## config.mk

```make
export PLATFORM = sky130hd
export DESIGN_NAME = writeback_commit
export DESIGN_NICKNAME = d
export VERILOG_FILES = /design/src/rtl/writeback_pkg.sv /design/src/rtl/writeback_commit_fifo.sv /design/src/rtl/writeback_commit.sv
export SDC_FILE = /design/constraint.sdc
export NUM_CORES = 1
export LEC_CHECK = 0
export CAP_MARGIN = 20
export CELL_PAD_IN_SITES_DETAIL_PLACEMENT = 0
export CELL_PAD_IN_SITES_GLOBAL_PLACEMENT = 1
export CORE_ASPECT_RATIO = 0.9
export CORE_MARGIN = 2
export CORE_UTILIZATION = 50
export CTS_CLUSTER_DIAMETER = 100
export DETAILED_ROUTE_END_ITERATION = 7
export DONT_BUFFER_PORTS = 1
export PLACE_DENSITY = 0.78
export SKIP_LAST_GASP = 1
export SYNTH_ARGS = -nofsm -noshare
export SYNTH_HDL_FRONTEND = slang
export SYNTH_SLANG_ARGS = --single-unit
export TNS_END_PERCENT = 100
```

## constraint.sdc

```tcl
create_clock -name clk -period 12.15 [get_ports clk]
set_input_delay 1.215 -clock clk [delete_from_list [all_inputs] [get_ports clk]]
set_output_delay 1.215 -clock clk [all_outputs]
set_load 0.005 [all_outputs]
```

## src/rtl/writeback_pkg.sv

```systemverilog
// writeback_pkg
//   Shared types for the writeback/commit slice: the record handed over by
//   the memory stage, the bypass view of a buffered entry and the registered
//   regfile write port.  WB_DEPTH is the default buffer depth.
package writeback_pkg;

  localparam int WB_DEPTH = 2;

  typedef logic [31:0] word_t;
  typedef logic [4:0]  creg_addr_t;

  typedef struct packed {
    logic regwrite;
    logic hiwrite;
    logic lowrite;
  } ctl_t;

  typedef struct packed {
    word_t pc;
    ctl_t  ctl;
  } instr_t;

  typedef struct packed {
    instr_t     instr;
    creg_addr_t writereg;
    word_t      result;
    word_t      hi;
    word_t      lo;
  } writeback_data_t;

  typedef struct packed {
    logic       valid;
    creg_addr_t addr;
    word_t      data;
  } bypass_t;

  typedef struct packed {
    logic       wen;
    creg_addr_t waddr;
    word_t      wdata;
  } commit_out_t;

  // A record only touches the regfile when it asks to and targets a real
  // register; r0 is hardwired and never written.
  function automatic logic is_rf_write(input writeback_data_t d);
    return d.instr.ctl.regwrite && (d.writereg != '0);
  endfunction

  function automatic bypass_t to_bypass(input logic live, input writeback_data_t d);
    bypass_t b;
    b.valid = live && is_rf_write(d);
    b.addr  = d.writereg;
    b.data  = d.result;
    return b;
  endfunction

endpackage

```

## src/rtl/writeback_commit_fifo.sv

```systemverilog
// wb_fifo
//   Generic DEPTH-entry FIFO of writeback_data_t records.
//   Ports:
//     clk, resetn          clock, synchronous active-low reset
//     push, push_data      enqueue request and record (ignored when full)
//     pop                  dequeue request (ignored when empty)
//     flush                drop every entry; cancels this cycle's push/pop
//     full, empty          occupancy flags from the current count
//     head_data            oldest entry
//     peek_valid/peek_data every slot, oldest at index 0
module wb_fifo
  import writeback_pkg::*;
#(
  parameter int DEPTH = WB_DEPTH
) (
  input  logic                              clk,
  input  logic                              resetn,
  input  logic                              push,
  input  writeback_data_t                   push_data,
  input  logic                              pop,
  input  logic                              flush,
  output logic                              full,
  output logic                              empty,
  output writeback_data_t                   head_data,
  output logic            [DEPTH-1:0]       peek_valid,
  output writeback_data_t [DEPTH-1:0]       peek_data
);

  localparam int PW = (DEPTH > 1) ? $clog2(DEPTH) : 1;
  localparam int CW = PW + 1;

  writeback_data_t r_mem [DEPTH];
  logic [PW-1:0]   r_head;
  logic [PW-1:0]   r_tail;
  logic [CW-1:0]   r_count;

  logic w_push;
  logic w_pop;

  assign full  = (r_count == CW'(DEPTH));
  assign empty = (r_count == '0);

  assign w_push = push && !full && !flush;
  assign w_pop  = pop && !empty && !flush;

  assign head_data = r_mem[r_head];

  // Pointers are DEPTH-modulo by width since DEPTH is a power of two.
  always_ff @(posedge clk) begin
    if (!resetn) begin
      r_head  <= '0;
      r_tail  <= '0;
      r_count <= '0;
      for (int i = 0; i < DEPTH; i++) r_mem[i] <= '0;
    end else if (flush) begin
      r_head  <= '0;
      r_tail  <= '0;
      r_count <= '0;
    end else begin
      if (w_push) begin
        r_mem[r_tail] <= push_data;
        r_tail        <= r_tail + 1'b1;
      end
      if (w_pop) r_head <= r_head + 1'b1;
      case ({w_push, w_pop})
        2'b10:   r_count <= r_count + 1'b1;
        2'b01:   r_count <= r_count - 1'b1;
        default: r_count <= r_count;
      endcase
    end
  end

  always_comb begin
    peek_valid = '0;
    peek_data  = '0;
    for (int i = 0; i < DEPTH; i++) begin
      peek_valid[i] = (CW'(i) < r_count);
      peek_data[i]  = r_mem[r_head + PW'(i)];
    end
  end

endmodule

```

## src/rtl/writeback_commit.sv

```systemverilog
// writeback_commit
//   Consumer end of the writeback interface.  Records from the memory stage
//   are buffered in a small FIFO and retired in order: retiring drives the
//   regfile write port, updates architectural HI/LO and bumps the retired
//   instruction counter.  All commit outputs are registered.
//   Optional build macro WB_DEBUG_TRACE_EN adds the debug_wb_* trace ports.
//   Ports:
//     clk, resetn                      clock, synchronous active-low reset
//     in_valid/in_ready/in_data        record handshake from the memory stage
//     flush                            discard buffered, uncommitted records
//     commit_stall                     hold commit this cycle
//     rf_wen/rf_waddr/rf_wdata         regfile write port
//     hi_q, lo_q                       architectural HI/LO
//     byp_valid/byp_addr/byp_data      pending writes, oldest at index 0
//     retired                          retired-instruction count
//     debug_wb_*                       commit trace (WB_DEBUG_TRACE_EN only)
module writeback_commit
  import writeback_pkg::*;
#(
  parameter int DEPTH = WB_DEPTH,
  parameter int CNT_W = 32
) (
  input  logic                        clk,
  input  logic                        resetn,
  input  logic                        in_valid,
  output logic                        in_ready,
  input  writeback_data_t             in_data,
  input  logic                        flush,
  input  logic                        commit_stall,
  output logic                        rf_wen,
  output creg_addr_t                  rf_waddr,
  output word_t                       rf_wdata,
  output logic [31:0]                 hi_q,
  output logic [31:0]                 lo_q,
  output logic [DEPTH-1:0]            byp_valid,
  output logic [DEPTH-1:0][4:0]       byp_addr,
  output logic [DEPTH-1:0][31:0]      byp_data,
  output logic [CNT_W-1:0]            retired
`ifdef WB_DEBUG_TRACE_EN
  ,
  output logic [31:0]                 debug_wb_pc,
  output logic [3:0]                  debug_wb_rf_wen,
  output logic [4:0]                  debug_wb_rf_wnum,
  output logic [31:0]                 debug_wb_rf_wdata
`endif
);

  logic                               w_full;
  logic                               w_empty;
  logic                               w_push;
  logic                               w_commit;
  writeback_data_t                    w_head;
  logic            [DEPTH-1:0]        w_peek_valid;
  writeback_data_t [DEPTH-1:0]        w_peek_data;
  bypass_t         [DEPTH-1:0]        w_byp;

  commit_out_t      r_out;
  logic [31:0]      r_hi;
  logic [31:0]      r_lo;
  logic [CNT_W-1:0] r_retired;

  // in_ready comes from the occupancy alone: a commit in the same cycle
  // never frees a slot for a simultaneous enqueue.
  assign in_ready = !w_full;
  assign w_push   = in_valid && in_ready;
  assign w_commit = !w_empty && !commit_stall && !flush;

  wb_fifo #(
    .DEPTH (DEPTH)
  ) u_fifo (
    .clk        (clk),
    .resetn     (resetn),
    .push       (w_push),
    .push_data  (in_data),
    .pop        (w_commit),
    .flush      (flush),
    .full       (w_full),
    .empty      (w_empty),
    .head_data  (w_head),
    .peek_valid (w_peek_valid),
    .peek_data  (w_peek_data)
  );

  always_ff @(posedge clk) begin
    if (!resetn) begin
      r_out     <= '0;
      r_hi      <= '0;
      r_lo      <= '0;
      r_retired <= '0;
    end else begin
      // rf_wen is a one-cycle pulse; address and data hold between writes.
      r_out.wen <= 1'b0;
      if (w_commit) begin
        if (is_rf_write(w_head)) begin
          r_out.wen   <= 1'b1;
          r_out.waddr <= w_head.writereg;
          r_out.wdata <= w_head.result;
        end
        if (w_head.instr.ctl.hiwrite) r_hi <= w_head.hi;
        if (w_head.instr.ctl.lowrite) r_lo <= w_head.lo;
        r_retired <= r_retired + 1'b1;
      end
    end
  end

  assign rf_wen   = r_out.wen;
  assign rf_waddr = r_out.waddr;
  assign rf_wdata = r_out.wdata;
  assign hi_q     = r_hi;
  assign lo_q     = r_lo;
  assign retired  = r_retired;

  always_comb begin
    w_byp     = '0;
    byp_valid = '0;
    byp_addr  = '0;
    byp_data  = '0;
    for (int i = 0; i < DEPTH; i++) begin
      w_byp[i]     = to_bypass(w_peek_valid[i], w_peek_data[i]);
      byp_valid[i] = w_byp[i].valid;
      byp_addr[i]  = w_byp[i].addr;
      byp_data[i]  = w_byp[i].data;
    end
  end

`ifdef WB_DEBUG_TRACE_EN
  logic [31:0] r_dbg_pc;

  always_ff @(posedge clk) begin
    if (!resetn) begin
      r_dbg_pc <= '0;
    end else if (w_commit) begin
      r_dbg_pc <= w_head.instr.pc;
    end
  end

  assign debug_wb_pc       = r_dbg_pc;
  assign debug_wb_rf_wen   = {4{r_out.wen}};
  assign debug_wb_rf_wnum  = r_out.waddr;
  assign debug_wb_rf_wdata = r_out.wdata;

  logic w_unused_fields;
  assign w_unused_fields = ^w_peek_data;
`else
  // HI/LO/PC of buffered entries are not part of the bypass view, and the
  // head PC is only consumed by the trace port.
  logic w_unused_fields;
  assign w_unused_fields = ^{w_peek_data, w_head.instr.pc};
`endif

endmodule

```

# After elaboration in Yosys (flattened, before gate mapping)
# Memories as Yosys holds them, arrays and structs flattened. A register that Yosys moved wholly into a read port is not among the register bits.
# Index checks and enable logic that the tools add are counted.
[classes]
n_lt_le_gt_ge = 2
bitwise = 1
eq_ne = 3
muxes = 12
addsub = 5
reduce_logical = 25
[ops]
columns = ["cell", "n"]
rows = [
  ["two-way mux 136 bit", 1],
  ["OR reduction 136 bit", 1],
  ["two-way mux 38 bit", 1],
  ["adder 32 x 1 -> 32 bit, second input constant", 1],
  ["logical AND 1 bit", 11],
  ["nonzero test 5 bit", 2],
  ["two-way mux 1 bit", 9],
  ["AND reduction 2 bit", 4],
  ["== test 2 bit, second input constant", 2],
  ["logical NOT 1 bit", 4],
  ["< comparator 1 x 2 -> 1 bit, first input constant", 2],
  ["case mux 2 bit (2 select lines)", 1],
  ["adder 1 bit, second input constant", 2],
  ["adder 2 x 1 -> 2 bit, second input constant", 1],
  ["== test 2 x 1 -> 1 bit, second input constant", 1],
  ["logical NOT 2 bit", 1],
  ["nonzero test 2 bit", 1],
  ["OR reduction 2 bit", 1],
  ["subtractor 2 x 1 -> 2 bit, second input constant", 1],
  ["inverter 1 bit", 1],
]
[totals]
n_memories = 1
input_bits = 141
output_inout_bits = 211
mem_bits_rw = 272
wordCells = 58
ff_bits = 138
[mem_list]
columns = ["memory", "depth", "word_bits", "read_ports", "rd_clocked_by_memory_dff", "wr", "line_no", "source"]
rows = [
  ["u_fifo.r_mem", 2, 136, 2, 1, 2, "writeback_commit_fifo.sv:32", "writeback_data_t r_mem [DEPTH];"],
]

# Depth between registers and ports, before layout
# Gate-level depths: netlist of the first run.
[logic_depth]
depth_word = 11
depth_mapped = 10
depth_no_buf = 8

# By module
# Synthesis of the first run repeated with hierarchy kept, for this count alone.
[hier_totals]
hier_cells = 1714
hier_area_um2 = 19950.4
[modules_own_cells]
columns = ["mod", "area_per_inst_um2", "cells_each", "seq_area_each_um2", "n_inst"]
rows = [
  ["wb_fifo", 14815.5, 1077, 8267.9, 1],
  ["writeback_commit", 5134.9, 637, 2682.6, 1],
]

# Worst setup path before layout of the first run
# OpenSTA, ideal clock, no wires.
[synth_timing]
kind = "input to register"
from = "input port flush"
to = "memory u_fifo.r_mem[0][0] in the netlist's numbering (enable)"
setup_time_ns = 0.710
stages = 3
slack_ns = 2.497
required_ns = 11.440
arrival_time_ns = 8.943
n_path_buf = 0
cell_sequence = "nor3b_1 -> inv_1 -> o21ai_0"
[synth_rtl]
columns = ["element", "line_no", "source"]
rows = [
  ["start, declared", "writeback_commit.sv:28", "input logic flush,"],
  ["end, declared", "writeback_commit_fifo.sv:32", ""],
]

==> out/metrics.csv, run 1 <==
stage,metric,value,unit
outcome,status,"complete, no violations",
worst_hold_path,Hold Path Class,flop to flop,
logic_synthesis,Synth top area share,41.9,%
timing,Tcrit/Tclk final,32.3,%
worst_setup_path,reg2reg end,u_fifo.r_mem[0][57],
worst_hold_path,WHS Path Cells,2,
clocking,Post-CTS Setup Bufs,0,
worst_setup_path,R2R depth,7,
flow_run,Max-Cap Viols,0,
logic_synthesis,cell taking the most area after synthesis,edfxtp_1,
worst_setup_path,CP startpoint kind,flop,
timing,fin worst setup slack,8.23,ns
route,drt pass-1 iters,4,
cells_and_area,share of cells above drive strength 1,12.8,%
timing,Worst Clk Skew,0.0184,ns
route,detailed-route via count,8685,
worst_setup_path,critical-path cell list,buf_4 > mux2_2 > nor3_1 > a2111oi_0,
clocking,PostCTS Resize Cnt,0,
cells_and_area,register area,9030,um^2
worst_setup_path,RR Startpoint,u_fifo.r_count[0],
worst_setup_path,endpoint class of the critical path,output pin,
clocking,number of CTS-inserted buffers,37,
logic_synthesis,#FFs+latches synth,347,
clocking,clock buffer depth,3,
cells_and_area,fill count,2418,
timing,aggregate negative setup slack,0,ns
route,wire per inst,20.5,um
timing,Slew headroom,29.5,%
timing,Slew Limit Fails,0,
clocking,"Reg clk slew, reported paths",0.06,ns
worst_setup_path,Critical Path Fanout Max,34,
cells_and_area,area of the multi-input gates,5300,um^2
logic_synthesis,prevailing post-synth register cell,edfxtp_1,
clocking,H-Tree Depth,2,
global_route,first-pass GRT wire length,49.3,mm
logic_synthesis,most instantiated cells after synthesis,"209 x and2_1, 208 x edfxtp_1, 139 x dfxtp_1",
worst_setup_path,Worst Path Arrival,2.71,ns
route,initial detailed-routing violation count,452,
global_route,GRT Total Usage,20.4,%
worst_setup_path,CP required,10.93,ns
floorplanning,Initial Util,51.1,%
global_route,number of global-route vias before repair,8657,
placed_design,pre-CTS setup slack,7.84,ns
logic_synthesis,Mapped Cells,1232,
worst_setup_path,Worst path slowest cell,a2111oi_0,
route,drc violations,0,
worst_hold_path,Hold Path End,rf_wdata[26],
placed_design,Final GP Congestion,0.756,
clocking,"Hold-fix buffers, CTS",0,
placed_design,HPWL after DPL,20.2,mm
logic_synthesis,"Seq/Total Area, Yosys",60.6,%
placed_design,PortBufs,0,
logic_synthesis,Post-Syn Area,14900,um^2
pwr,LEAKAGE,5.47,nW
logic_synthesis,warnings from Yosys,0,
floorplanning,Die Ht,168,um
global_route,GR Overflow Total,0,
timing,"Hold Vio Cnt, Final",0,
floorplanning,Floorplan Core Area,29200,um^2
logic_synthesis,most frequent cell after synthesis,and2_1,
worst_setup_path,Reg2Reg Setup Slack,8.49,ns
timing,min cycle time layout,3.92,ns
floorplanning,FP Rows,59,
pwr,pwr dens,158,nW/um^2
pwr,peak supply drop,0.121,mV
route,WL final,32.5,mm
route,Vias/cell,5.46,
pwr,total power,2.57,mW
global_route,initial antenna violation count,1,
route,Final ANT Viol Nets,0,
clocking,clk_lat worst skew,0.52,ns
cells_and_area,final net count,1311,
logic_synthesis,Yosys cell types,38,
logic_synthesis,Synth async-reset ratio,0,%
logic_synthesis,Post-synth EDFFs,208,
floorplanning,full die area,31200,um^2
timing,setup violators final,0,
cells_and_area,Area Growth Syn to Fin,8.80,%
floorplanning,die width,186,um
clocking,clock root cell,clkbuf_16,
clocking,CTS Sinks,347,
floorplanning,I/O Pins,352,
timing,fmax,0.255,GHz
worst_hold_path,Hold Path Origin,rf_wdata[26],
logic_synthesis,Post-Syn Nets,1378,
logic_synthesis,Syn Area/Cell,12.1,um^2
worst_setup_path,Crit path largest cell delay,0.90,ns
worst_setup_path,WS Path Type,flop to output pin,
logic_synthesis,Synth area leaders,"edfxtp_1 42%, dfxtp_1 19%, and2_1 8.8%, mux2i_1 7.1%, mux2_2 5.6%",
global_route,largest net degree at the start of global routing,83,
timing,Worst Max-Slew Pin Slew,1.03,ns
timing,RSZ-0062 raised after global routing,false,
clocking,CTS tree,yes,
-- routing by layer --
| metal | GRT usage, % | up-vias | share of wire [%] |
|---|---|---|---|
| met3 | 8.39 | 63 | 11 |
| met1 | 23.9 | 4136 | 38 |
| met5 | 0 | - | 0 |
| met2 | 34.0 | 280 | 47 |
| met4 | 6.78 | 0 | 3.1 |
| li1 | - | 4206 | - |
-- layout make-up --
class	instances	share of cell area (%)
Tap cell	396	3.05
Clock inverter	15	1.43
Timing Repair Buffer	12	0.555
Clock buffer	52	6.30
Inverter	10	0.239
Sequential cell	347	55.7
Multi-Input combinational cell	757	32.7
Antenna cell	2	0.0309
-- logic make-up after synthesis --
logic type               share of synthesized area (%)
AO/OA/AOI/OAI                                     5.11
XOR/XNOR                                         0.940
adder cells (fa/ha/maj)                          0.420
buffers and inverters                             4.25
flip-flops                                        60.6
multiplexers                                      12.7
AND/OR/NAND/NOR                                   16.0
-- flip-flops by register name (all words and copies together), names as in the netlist, named ones only --
signal	cells
rf_wdata	32
retired	32
lo_q	32
u_fifo.r_mem	208
u_fifo.r_head	1
rf_waddr	5
rf_wen	1
u_fifo.r_tail	1
hi_q	32
u_fifo.r_count	2
-- stage by stage --
stage                     cells  utilization [%]  instance area [um^2]  hold slack, ns
final                      1591             55.6                 16200           0.477
after CTS                  1589             55.6                 16200           0.479
after detailed placement   1522             51.3                 15000           0.469
after global placement     1522             51.3                 15000           0.460
after global routing       1589             55.6                 16200           0.496
after floorplan            1232                -                 14900           0.451
-- worst max-delay path by stage --
stage,cells after the start,endpoint,start
detailed placement,5,u_fifo.r_mem[0][36],flush
global route,4,byp_valid[1],u_fifo.r_head
finish,4,byp_valid[1],u_fifo.r_head
floorplan,3,u_fifo.r_mem[0][0],flush
CTS,4,byp_valid[1],u_fifo.r_head
global placement,5,u_fifo.r_mem[0][57],flush
-- report_power, final --
part           leakage (nW)  internal (mW)  switching, mW
logic                  1.56         0.0337         0.0629
registers              3.30           1.29         0.0178
clock network         0.615          0.716          0.445
total                  5.47           2.04          0.526
-- critical path: cells and delay by family (launching register included) --
| family | cells | cell delay (ns) |
|---|---|---|
| multiplexers | 1 | 0.30 |
| AND/OR/NAND/NOR | 1 | 0.07 |
| flip-flops | 1 | 0.44 |
| AO/OA/AOI/OAI | 1 | 0.90 |
| buffers and inverters | 1 | 0.48 |
-- cells in the final DEF (no fill, tap or decap), drive strengths merged, types with 2 or more instances in the layout --
master	n
o31ai	12
o31a	2
o21a	2
nand2b	3
and2	209
and4	3
clkbuf	52
inv	12
mux2i	106
or4	17
bufinv	6
mux2	74
a211oi	65
nor3	4
nor3b	2
nor2	84
o21ai	8
xor2	8
ha	5
xnor2	8
diode	2
nand3	10
or3	4
nand2	90
nand4	7
a21oi	19
nor4	4
or4b	4
buf	12
edfxtp	208
dfxtp	139
clkinv	7
and3	3
Note: power is estimated with default switching activity, not from simulation.
==> run 2, diff against run 1 <==
--- a/config.mk
+++ b/config.mk
@@ -5,16 +5,17 @@
 export SDC_FILE = /design/constraint.sdc
 export NUM_CORES = 1
 export LEC_CHECK = 0
+export ABC_AREA = 1
 export CAP_MARGIN = 20
 export CELL_PAD_IN_SITES_DETAIL_PLACEMENT = 0
 export CELL_PAD_IN_SITES_GLOBAL_PLACEMENT = 1
 export CORE_ASPECT_RATIO = 0.9
 export CORE_MARGIN = 2
-export CORE_UTILIZATION = 50
+export CORE_UTILIZATION = 42
 export CTS_CLUSTER_DIAMETER = 100
 export DETAILED_ROUTE_END_ITERATION = 7
 export DONT_BUFFER_PORTS = 1
-export PLACE_DENSITY = 0.78
+export PLACE_DENSITY = 0.74
 export SKIP_LAST_GASP = 1
 export SYNTH_ARGS = -nofsm -noshare
 export SYNTH_HDL_FRONTEND = slang
==> constraint.sdc (replaced) <==
create_clock -name clk -period 3.4 [get_ports clk]
set_input_delay 0.34 -clock clk [delete_from_list [all_inputs] [get_ports clk]]
set_output_delay 0.34 -clock clk [all_outputs]
set_load 0.005 [all_outputs]
==> run 2 against run 1 <==
- cell count grew 47%
- critical path depth grew 4
- design area grew 9.8%
- total power grew to 3.6 times the previous value
- register-to-register slack lost 7.7 ns
- sequential power grew to 3.6 times the previous value
- setup slack lost 7.7 ns
- critical endpoint is now byp_valid[0]
- critical path type unchanged
==> out/metrics.csv, run 2 <==
stage,metric,value,unit,change
worst_setup_path,reg2reg end,rf_wdata[19],,was u_fifo.r_mem[0][57]
pwr,clock share of power,44.2,%,was 45.2%
worst_setup_path,CP required,3.06,ns,was 10.93 ns
floorplanning,full die area,38300,um^2,was 31200 um^2
cells_and_area,area of the multi-input gates,4570,um^2,was 5300 um^2
cells_and_area,"Core Util, Final",49.3,%,was 55.6%
cells_and_area,"commonest non-fill, non-tap cell in the layout",nand2_1,,was and2_1
global_route,initial antenna violation count,5,,was 1
timing,"Hold Vio Cnt, Final",0,,unchanged
cells_and_area,Largest Register,u_fifo.r_mem,,unchanged
logic_synthesis,cell taking the most area after synthesis,edfxtp_1,,unchanged
logic_synthesis,most frequent cell after synthesis,nand2_1,,was and2_1
global_route,GR Overflow Total,0,,unchanged
worst_setup_path,R2R depth,9,,was 7
logic_synthesis,#FFs+latches synth,347,,unchanged
timing,fmax,0.352,GHz,
timing,Slew headroom,41.2,%,was 29.5%
global_route,largest net degree at the start of global routing,120,,was 83
logic_synthesis,Synth top area share,40.4,%,was 41.9%
logic_synthesis,Post-Syn Area,15400,um^2,was 14900 um^2
clocking,H-Tree Depth,2,,unchanged
pwr,peak supply drop,0.447,mV,was 0.121 mV
logic_synthesis,Post-Syn Nets,1950,,was 1378
clocking,CTS tree,yes,,unchanged
cells_and_area,Largest register FFs,208,,unchanged
floorplanning,die width,206,um,was 186 um
global_route,GRT Total Usage,20.7,%,was 20.4%
worst_setup_path,Worst Path Arrival,2.50,ns,was 2.71 ns
placed_design,HPWL after DPL,25.2,mm,was 20.2 mm
timing,setup violators final,0,,unchanged
worst_setup_path,Critical Path Sink,byp_valid[0],,was byp_valid[1]
timing,Tcrit/Tclk final,83.6,%,
cells_and_area,most frequent cells in the layout,"346 x nand2_1, 315 x nor2_1, 281 x inv_1, 208 x edfxtp_1, 142 x o21ai_0",,"was 209 x and2_1, 208 x edfxtp_1, 137 x dfxtp_1, 106 x mux2i_1, 89 x nand2_1"
pwr,Sw Ratio,23.0,%,was 20.5%
worst_hold_path,Hold Path Class,primary input to flop,,was flop to flop
logic_synthesis,Syn Area/Cell,8.56,um^2,was 12.1 um^2
timing,Worst Max-Slew Pin Slew,0.881,ns,was 1.03 ns
route,wire per inst,17.3,um,was 20.5 um
global_route,number of global-route vias before repair,11100,,was 8657
floorplanning,Initial Util,42.7,%,was 51.1%
timing,Slew Limit Fails,0,,unchanged
placed_design,PortBufs,0,,unchanged
route,detailed-route via count,11500,,was 8685
pwr,sequential power share,50.0,%,was 51.0%
worst_setup_path,Critical Path Fanout Max,39,,was 34
clocking,clk_lat worst skew,0.55,ns,was 0.52 ns
cells_and_area,final net count,1974,,was 1311
cells_and_area,Area Growth Syn to Fin,15.4,%,was 8.80%
route,WL final,40.4,mm,was 32.5 mm
logic_synthesis,prevailing post-synth register cell,edfxtp_1,,unchanged
timing,RSZ-0062 raised after global routing,false,,unchanged
floorplanning,Die Ht,186,um,was 168 um
flow_run,Max-Cap Viols,0,,unchanged
outcome,status,"complete, no violations",,unchanged
timing,aggregate negative setup slack,0,ns,unchanged
logic_synthesis,Post-synth EDFFs,208,,unchanged
cells_and_area,fill count,3426,,was 2418
cells_and_area,share of cells above drive strength 1,7.32,%,was 12.8%
timing,Worst Clk Skew,0.0149,ns,was 0.0184 ns
logic_synthesis,warnings from Yosys,0,,unchanged
logic_synthesis,"Seq/Total Area, Yosys",58.5,%,was 60.6%
pwr,share of total power in combinational logic,5.8,%,was 3.8%
route,Vias/cell,4.92,,was 5.46
route,drc violations,0,,unchanged
pwr,pwr dens,524,nW/um^2,was 158 nW/um^2
worst_setup_path,endpoint class of the critical path,output pin,,unchanged
global_route,first-pass GRT wire length,61.0,mm,was 49.3 mm
clocking,number of CTS-inserted buffers,39,,was 37
logic_synthesis,Yosys cell types,31,,was 38
clocking,Post-CTS Setup Bufs,0,,unchanged
cells_and_area,register area,9030,um^2,unchanged
clocking,CTS Sinks,347,,unchanged
pwr,LEAKAGE,7.49,nW,was 5.47 nW
clocking,clock root cell,clkbuf_16,,unchanged
floorplanning,FP Rows,66,,was 59
placed_design,Final GP Congestion,0.808,,was 0.756
route,drt pass-1 iters,5,,was 4
floorplanning,I/O Pins,352,,unchanged
clocking,"Reg clk slew, reported paths",0.06,ns,about the same
route,initial detailed-routing violation count,679,,was 452
worst_setup_path,Reg2Reg Setup Slack,0.80,ns,was 8.49 ns
worst_setup_path,CP startpoint kind,flop,,unchanged
pwr,Internal,7.19,mW,was 2.04 mW
logic_synthesis,Mapped Cells,1804,,was 1232
route,Final ANT Viol Nets,0,,unchanged
floorplanning,Floorplan Core Area,36200,um^2,was 29200 um^2
clocking,clock buffer depth,3,,unchanged
clocking,PostCTS Resize Cnt,0,,unchanged
worst_setup_path,WS Path Type,flop to output pin,,unchanged
worst_setup_path,RR Startpoint,u_fifo.r_count[0],,unchanged
logic_synthesis,Synth async-reset ratio,0,%,unchanged
timing,min cycle time layout,2.84,ns,
logic_synthesis,Synth area leaders,"edfxtp_1 40%, dfxtp_1 18%, nand2_1 8.5%, nor2_1 7.7%, inv_1 6.8%",,"was edfxtp_1 42%, dfxtp_1 19%, and2_1 8.8%, mux2i_1 7.1%, mux2_2 5.6%"
logic_synthesis,most instantiated cells after synthesis,"349 x nand2_1, 315 x nor2_1, 281 x inv_1",,"was 209 x and2_1, 208 x edfxtp_1, 139 x dfxtp_1"
pwr,net switching power,2.15,mW,was 0.526 mW
-- run 2: cell count changes after synthesis, sizes merged, moves of 41 or more --
cell,before,now
a211oi,65,0
a31oi,0,65
and2,209,0
inv,10,303
mux2,74,0
mux2i,106,0
nand2,90,362
nand4,7,48
nor2,84,319
o21ai,8,143
-- run 2: worst min-delay path by stage --
stage / from / end / slack [ns] / cells after the start
final: in_data[87] / u_fifo.r_mem[0][87] / 0.04 / 2
after global routing: in_data[87] / u_fifo.r_mem[0][87] / 0.02 / 2
after CTS: in_data[74] / u_fifo.r_mem[1][74] / 0.0003 / 2
after detailed placement: resetn / retired[23] / 0.48 / 2
after global placement: u_fifo.r_tail / u_fifo.r_tail / 0.48 / 2
after floorplan: u_fifo.r_tail / u_fifo.r_tail / 0.47 / 2
-- run 2: layout make-up --
class / instances / area share, %
Clock buffer: 50 / 6.05
Inverter: 305 / 6.43
Multi-Input combinational cell: 1018 / 25.7
Tap cell: 476 / 3.34
Antenna cell: 3 / 0.0421
Timing Repair Buffer: 117 / 6.74
Clock inverter: 21 / 1.03
Sequential cell: 347 / 50.7
-- run 2: per-stage QoR --
stage               power, mW  hold slack, ns  area, um^2  worst slack, ns  instances
CTS                      9.45        0.000276       17800            0.442       2334
detailed placement       5.19           0.482       15600            0.726       2166
floorplan                5.10           0.468       15400            0.376       1804
global placement         5.17           0.477       15600            0.768       2166
finish                   9.34          0.0360       17800            0.558       2337
global route             9.69          0.0157       17800            0.364       2335
-- run 2: power groups by stage --
stage | Combinational (mW) | Sequential, mW | Clock [mW]
floorplan | 0.357 | 4.75 | 0
global placement | 0.419 | 4.75 | 0
detailed placement | 0.428 | 4.76 | 0
CTS | 0.550 | 4.67 | 4.23
global route | 0.607 | 4.69 | 4.40
finish | 0.542 | 4.67 | 4.13
-- run 2: metal layers --
| layer | vias up | global-route usage [%] | part of all wire (%) |
|---|---|---|---|
| met5 | - | 0 | 0.052 |
| met4 | 4 | 7.00 | 2.1 |
| met3 | 53 | 6.14 | 8.0 |
| met2 | 314 | 33.7 | 47 |
| met1 | 5372 | 26.3 | 43 |
| li1 | 5750 | - | - |
-- run 2: logic make-up (layout without fill, tap and decap cells) --
logic type,Yosys count,after routing,synth area share (%)
xor gates and xnor gates,5,5,0.284
buffers and inverters,439,493,12.2
other,0,3,0
and+or+nand+nor,778,778,20.5
AOI/OAI and AO/OA,230,230,8.10
DFF,347,347,58.5
adders and majority gates,5,5,0.405
-- run 2: what timing repair did --
action	4_1_cts	5_1_grt
hold endpoints to repair	278	0
hold buffers	97	0
setup endpoints to repair	0	0
-- run 2: critical path: stages (launching register included) --
cell and delay [ns]:
dfxtp_4 0.48, inv_2 0.23, nand2_1 0.08, nand2_1 0.24, nor2_1 0.09, nand3_2 0.09
buf_4 0.37, nand2_1 0.18, nor2_1 0.20
